===== src/rtl/beam_buffer_sched.sv =====
// rtl/beam_buffer_sched.sv - write/read sequencer for the 4-block beam buffer
module beam_buffer_sched #(
  parameter int ADDR_WIDTH = 11,
  parameter int BLK_LEN    = 1584,
  parameter int NUM_BLK    = 4
) (
  input  logic                  i_clk,
  input  logic                  i_reset,
  input  logic                  i_sop,
  input  logic                  i_din_vld,
  output logic                  o_rvalid,
  output logic                  o_wr_wen,
  output logic [ADDR_WIDTH-1:0] o_wr_addr,
  output logic [1:0]            o_blk_idx,
  output logic                  o_rd_ren,
  output logic [ADDR_WIDTH-1:0] o_rd_addr,
  output logic                  o_rd_busy,
  output logic                  o_frame_done,
  output logic                  o_err_short,
  output logic                  o_err_ovf
);

  localparam logic [ADDR_WIDTH-1:0] LAST_ADDR = ADDR_WIDTH'(BLK_LEN - 1);
  localparam logic [1:0]            LAST_BLK  = 2'(NUM_BLK - 1);
  // Dead cycles between the last buffer write and the first read, covering
  // the buffer write pipeline and RAM read latency.
  localparam logic [2:0]            RD_WAIT   = 3'd4;

  typedef enum logic [1:0] {
    S_IDLE,
    S_WRITE,
    S_GAP,
    S_READ
  } state_t;

  state_t                  r_state;
  logic [ADDR_WIDTH-1:0]   r_wr_cnt;
  logic [1:0]              r_blk_idx;
  logic [2:0]              r_wait;
  logic [ADDR_WIDTH-1:0]   r_rd_cnt;
  logic                    r_rd_last;

  logic                    w_start;
  logic                    w_wr_go;
  logic                    w_restart;
  logic                    w_wr_last;
  logic [ADDR_WIDTH-1:0]   w_wr_addr;

  assign w_start = i_sop & i_din_vld;

  // Decide whether this cycle writes a sample, where it lands, and whether it closes the block
  always_comb begin
    w_wr_go   = 1'b0;
    w_restart = 1'b0;
    w_wr_addr = r_wr_cnt;
    case (r_state)
      S_IDLE, S_GAP: begin
        w_wr_go   = w_start;
        w_wr_addr = '0;
      end
      S_WRITE: begin
        w_wr_go = i_din_vld;
        if (w_start) begin
          // A new start inside a partly written block restarts that block
          w_wr_addr = '0;
          w_restart = (r_wr_cnt != '0);
        end
      end
      default: begin
        w_wr_go = 1'b0;
      end
    endcase
    w_wr_last = w_wr_go && (w_wr_addr == LAST_ADDR);
  end

  // Sequencer FSM with registered write/read strobes, addresses and sticky error flags
  always_ff @(posedge i_clk) begin
    if (i_reset) begin
      r_state      <= S_IDLE;
      r_wr_cnt     <= '0;
      r_blk_idx    <= '0;
      r_wait       <= '0;
      r_rd_cnt     <= '0;
      r_rd_last    <= 1'b0;
      o_rvalid     <= 1'b0;
      o_wr_wen     <= 1'b0;
      o_wr_addr    <= '0;
      o_blk_idx    <= '0;
      o_rd_ren     <= 1'b0;
      o_rd_addr    <= '0;
      o_rd_busy    <= 1'b0;
      o_frame_done <= 1'b0;
      o_err_short  <= 1'b0;
      o_err_ovf    <= 1'b0;
    end else begin
      o_wr_wen     <= 1'b0;
      o_rd_ren     <= 1'b0;
      o_frame_done <= 1'b0;

      if (w_wr_go) begin
        o_wr_wen  <= 1'b1;
        o_wr_addr <= w_wr_addr;
        o_blk_idx <= r_blk_idx;
        o_rvalid  <= 1'b1;
        if (w_restart) begin
          o_err_short <= 1'b1;
        end
        if (w_wr_last) begin
          r_wr_cnt <= '0;
          if (r_blk_idx == LAST_BLK) begin
            r_blk_idx <= '0;
            r_state   <= S_READ;
            r_wait    <= '0;
            r_rd_cnt  <= '0;
            r_rd_last <= 1'b0;
            o_rd_busy <= 1'b1;
          end else begin
            r_blk_idx <= r_blk_idx + 2'd1;
            r_state   <= S_GAP;
          end
        end else begin
          r_wr_cnt <= w_wr_addr + 1'b1;
          r_state  <= S_WRITE;
        end
      end else begin
        case (r_state)
          S_IDLE, S_GAP: begin
            // Burst window closes the cycle after the block's final write
            o_rvalid <= 1'b0;
          end
          S_WRITE: begin
            // Bubble inside a burst: window stays open, counter holds
            o_rvalid <= 1'b1;
          end
          S_READ: begin
            o_rvalid <= 1'b0;
            // Bursts arriving mid-sweep are dropped; only IDLE accepts a new start
            if (w_start) begin
              o_err_ovf <= 1'b1;
            end
            if (r_rd_last) begin
              o_frame_done <= 1'b1;
              o_rd_busy    <= 1'b0;
              r_state      <= S_IDLE;
            end else if (r_wait != RD_WAIT) begin
              r_wait <= r_wait + 3'd1;
            end else begin
              o_rd_ren  <= 1'b1;
              o_rd_addr <= r_rd_cnt;
              if (r_rd_cnt == LAST_ADDR) begin
                r_rd_last <= 1'b1;
              end else begin
                r_rd_cnt <= r_rd_cnt + 1'b1;
              end
            end
          end
          default: begin
            r_state <= S_IDLE;
          end
        endcase
      end
    end
  end

endmodule


===== config.mk =====
export PLATFORM = sky130hd
export DESIGN_NAME = beam_buffer_sched
export DESIGN_NICKNAME = d
export VERILOG_FILES = /design/src/rtl/beam_buffer_sched.sv
export SDC_FILE = /design/constraint.sdc
export NUM_CORES = 1
export LEC_CHECK = 0
export ABC_CLOCK_PERIOD_IN_PS = 4000
export CAP_MARGIN = 20
export CORE_MARGIN = 5
export CORE_UTILIZATION = 59
export DETAILED_ROUTE_END_ITERATION = 7
export GPL_TIMING_DRIVEN = 0
export PLACE_DENSITY = 0.93
export SYNTH_ARGS = -nofsm -noshare
export SYNTH_HDL_FRONTEND = slang
export SYNTH_SLANG_ARGS = --single-unit

===== constraint.sdc =====
create_clock -name i_clk -period 4 [get_ports i_clk]
set_input_delay 0.8 -clock i_clk [delete_from_list [all_inputs] [get_ports i_clk]]
set_output_delay 0.8 -clock i_clk [all_outputs]
set_load 0.01 [all_outputs]

-- Word level (Yosys, flattened, before mapping)
Index checks and enable logic that the tools add are counted.
- add/sub/neg operators: 4
- eq/ne operators: 12
- multiplexer cells: 42
- bitwise operators: 5
- reduce and logical (&&, ||, !) cells: 19
- operator list (kind ; count):
    $mux W11 ; 9
    $add A11 B1 Y11 const B ; 2
    $eq A11 B11 Y1 const B ; 2
    $pmux W11 S2 ; 1
    $mux W1 ; 19
    $mux W3 ; 6
    $reduce_bool A11 Y1 ; 1
    $mux W2 ; 5
    $reduce_and A4 Y1 ; 2
    $eq A2 B2 Y1 const B ; 3
    $ne A2 B1 Y1 const B ; 3
    $reduce_and A2 Y1 ; 3
    $reduce_and A3 Y1 ; 2
    $reduce_and A6 Y1 ; 1
    $reduce_bool A2 Y1 ; 3
    $reduce_or A3 Y1 ; 2
    $reduce_and A5 Y1 ; 1
    $ne A2 B2 Y1 const B ; 2
    $not A1 Y1 ; 4
    $pmux W1 S2 ; 2
    $reduce_or A4 Y1 ; 1
    $add A3 B1 Y3 const B ; 1
    $ne A3 B3 Y1 const B ; 1
    $add A2 B1 Y2 const B ; 1
    5 further kinds ; 5
- bits in registers: 61
- bits of input ports: 4
- output and inout bits: 31
- logic and storage cells: 98

-- Depth between registers and ports, before layout
- word-level depth: 7
- gate-level depth with buffers: 10
- mapped depth without buffers: 8

-- Worst setup path after synthesis
OpenSTA, ideal clock, no wires.
- kind: input to register
- start point: input port i_din_vld
- end point: register r_blk_idx[1]
- library setup time: 0.128 ns
- arrival: 2.591 ns
- data required time: 3.872 ns
- path slack: 1.281 ns
- cell stages on the path: 9
- buffers on the path: 1
- cells stage by stage: nand2_1 o21a_1 clkbuf_1 and2_1 ha_1 nand3_1 nor4_2 mux2i_1 nor2_1
- word-level cells in the longest chain between the ends: 6
- elaborated cells between the ends (all ways): 7
- those cells by class: eq/ne: 1; mux: 3; bitwise: 1; reduce/logical: 2
- RTL lines (what ; line ; source):
    start: declaration ; 10 ; input logic i_din_vld,
    $and A1 B1 Y1 ; 49 ; assign w_start = i_sop & i_din_vld;
    $mux W11 ; 63 ; if (w_start) begin
    $pmux W11 S2 ; 56 ; case (r_state)
    net w_wr_addr[1] ; 47 ; logic [ADDR_WIDTH-1:0] w_wr_addr;
    $eq A11 B11 Y1 ; 73 ; w_wr_last = w_wr_go && (w_wr_addr == LAST_ADDR);
    $logic_and A1 B1 Y1 ; 73 ;
    $reduce_and A2 Y1 (no line) ; - ;
    end signal: assignment ; 118 ; r_blk_idx <= r_blk_idx + 2'd1;
    end: declaration ; 38 ; logic [1:0] r_blk_idx;
The timed path passes the listed nets, and every way through them passes these cells.
A chain may end at the register's enable or synchronous reset.

-- Final worst setup path
- start point: input port i_din_vld
- end point: register r_wr_cnt[0]
- word-level cells in the longest chain between the ends: 6
- elaborated cells between the ends (all ways): 8
- those cells by class: add/sub: 1; eq/ne: 1; mux: 4; bitwise: 1; reduce/logical: 1
- RTL lines (what ; line ; source):
    $and A1 B1 Y1 * ; 49 ;
    $mux W11 * ; 63 ;
    $pmux W11 S2 * ; 56 ;
    net w_wr_addr[0] ; 47 ;
    branches (longest 2 deep; another with $add A11 B1 Y11) ; - ;
    $mux W11 * ; 108 ; if (w_wr_last) begin
    end signal: assignment ; 122 ; r_wr_cnt <= w_wr_addr + 1'b1;
    end: declaration ; 37 ; logic [ADDR_WIDTH-1:0] r_wr_cnt;
Mark *: on every way through the listed nets, which the timed path passes.

==> out/metrics.csv <==
metric,value,unit
die_y,78.1,µm
setup_tns,0,ps
grt_usage,24.5,%
finalCriticalPeriod,3480,ps
io_pins,35,
synthCells,323,
cts-root-buf,clkbuf_8,
setup_violations,0,
yosysTopAreaCell,dfxtp_1,
yosysTopAreaCellShare,44.7,%
start_util,61.9,%
cts_hold_buffers,0,
cts_resized,0,
synth_cell_type_count,55,
portBuffers,34,
clk_path_buf_depth,2,
required,4230,ps
critPathKind,in -> reg,
hold_path.class,reg -> reg,
gp_congestion,0.917,
h-tree-depth,3,
drive_gt1_share,7.51,%
ys_warn_count,0,
start_kind,input pin,
p_leak,0.00107,µW
vias_per_cell,6.30,
ir_worst_vdd,0.274,mV
grt_pass1_vias,2472,
clock_sinks,61,
grt_max_degree,11,
synth_area_per_cell,8.46,µm²
finalMaxSlewViolations,0,
path_cells,clkdlybuf4s50_1 -> nand2_1 -> o21a_1 -> clkbuf_1 -> and2_1 -> ha_1 -> nand3_1 -> nor3_1 -> o21ai_0 -> o211a_1,
cap_viol_max_count,0,
drc,0,
outcome,"finished, final reports clean",
core_area,0.00441,mm²
grt_pass1_wl,12.1,mm
slew_headroom,47.0,%
hpwlAfterDp,4.80,mm
async_reset_ff_share,0,%
place_inst,409,
rsz0062_at_grt,no,
netlist_area,0.00273,mm²
diodes,0,
cts_tree,built,
synth_edf_count,0,
cp_slowest_cell,nor3_1,
ant_nets,0,
post_cts_buffers,0,
die-area,0.00609,mm²
synth-seq-cells,61,
worst_ep_arrival_time,3720,ps
ys.flop_type,dfxtp_1,
overflow,0,
fin_nets,377,
die_width,78.1,µm
clk_latency,340,ps
tightest_slew,792,ps
vias,2679,
period_share,87.1,%
antenna_found_initial,0,
wl_per_cell,16.7,µm
hold_viol,0,
whs_path_depth,2,
r2r_cells,9,
rows,24,
end_kind,flip-flop,
ys_seq_area_share,44.7,%
ys_top_cells_by_area,"dfxtp_1 (45%), nand2_1 (6.6%), a21oi_1 (6.0%)",
cts_made_buffers,9,
syn2layout_area_growth,22.0,%
drtPass1Iterations,5,
clkTransAtPathRegs,70,ps
fin_skew,4.88,ps
synth_nets,332,
final-instance-count-excl-fill,425,
cp_max_fo,10,
max_stage_delay,570,ps
drt-total-wl,7.10,mm
drtIter0Drc,305,
p_per_area,359,mW/mm²
fmax,287,MHz
[final timing paths]
| kind | slack [ps] | endpoint | from |
|---|---|---|---|
| max | 520 | r_wr_cnt[0]$_SDFFE_PP0P_ | i_din_vld |
| min | 460 | o_rd_addr[1]$_SDFFE_PP0P_ | o_rd_addr[1]$_SDFFE_PP0P_ |
| max reg2reg | 1110 | r_wr_cnt[0]$_SDFFE_PP0P_ | r_state[0]$_SDFFE_PP0P_ |
| min reg2reg | 460 | o_rd_addr[1]$_SDFFE_PP0P_ | o_rd_addr[1]$_SDFFE_PP0P_ |
[routing by layer]
metal,share of wire [%],GRT usage (%)
met5,0,0
met4,1.5,10.3
met3,6.4,4.92
met2,48,36.8
met1,44,34.3
[cells by family after synthesis]
| logic type | Yosys count | share of synthesized area [%] |
|---|---|---|
| xor+xnor | 6 | 1.92 |
| mux | 4 | 1.47 |
| flops | 61 | 44.7 |
| buf+inv | 26 | 3.94 |
| simple gates | 150 | 28.8 |
| fa+ha+maj | 5 | 2.29 |
| compound gates | 71 | 16.9 |
[critical path, delay by kind of cell]
kind | cells | cell delay [ps]
buffers and inverters | 2 | 900
adders and majority gates | 1 | 220
AOI/OAI and AO/OA | 3 | 560
and+or+nand+nor | 4 | 1230
[cells in the final DEF, fill, tap and decap left out, types with 5 or more instances in the layout]
cell | Yosys | routed
a21oi_1 | 33 | 33
a22oi_1 | 8 | 8
clkbuf_1 | 18 | 18
clkbuf_8 | 0 | 13
clkdlybuf4s50_1 | 0 | 34
dfxtp_1 | 61 | 61
ha_1 | 5 | 5
nand2_1 | 48 | 48
nand3_1 | 20 | 20
nand4_1 | 7 | 7
nand4b_1 | 6 | 6
nor2_1 | 28 | 28
nor3_1 | 6 | 6
nor4_1 | 7 | 7
xnor2_1 | 6 | 6
[area by class of cell]
type	instances	area, µm²
Multi-Input combinational cell	236	1400
Sequential cell	61	1220
Buffer	22	92.6
Timing Repair Buffer	34	340
Tap cell	52	65.1
Clock buffer	13	179
Clock inverter	3	17.5
Inverter	4	15.0
Fill cell	334	1080
[flip-flops by register name, summed over array words and instances (netlist names)]
name	cells
o_err_ovf	1
r_state	2
r_blk_idx	2
r_wr_cnt	11
r_rd_last	1
r_wait	3
o_rd_ren	1
o_rvalid	1
o_blk_idx	2
r_rd_cnt	11
o_rd_addr	11
o_wr_wen	1
o_frame_done	1
o_err_short	1
o_wr_addr	11
o_rd_busy	1
[report_power, final]
group          switching (µW)  internal (µW)  total [µW]
registers                2.52            610         613
logic                    38.6           15.6        54.2
clock network             239            290         530
[per-stage QoR]
stage	util (%)	area, µm²	power (µW)	setup WS, ps	hold WS [ps]
floorplan	-	2730	658	1280	448
global placement	71.1	3140	678	272	445
detailed placement	71.1	3140	679	225	447
CTS	75.5	3330	1200	580	462
global route	75.5	3330	1240	339	486
finish	75.5	3330	1200	517	460
[cell usage after synthesis, types with 5 or more instances]
cell and number:
a21oi_1 33, a22oi_1 8, clkbuf_1 18, dfxtp_1 61, ha_1 5, nand2_1 48, nand3_1 20, nand4_1 7
nand4b_1 6, nor2_1 28, nor3_1 6, nor4_1 7, xnor2_1 6
Power figures use the tool's default switching activity.
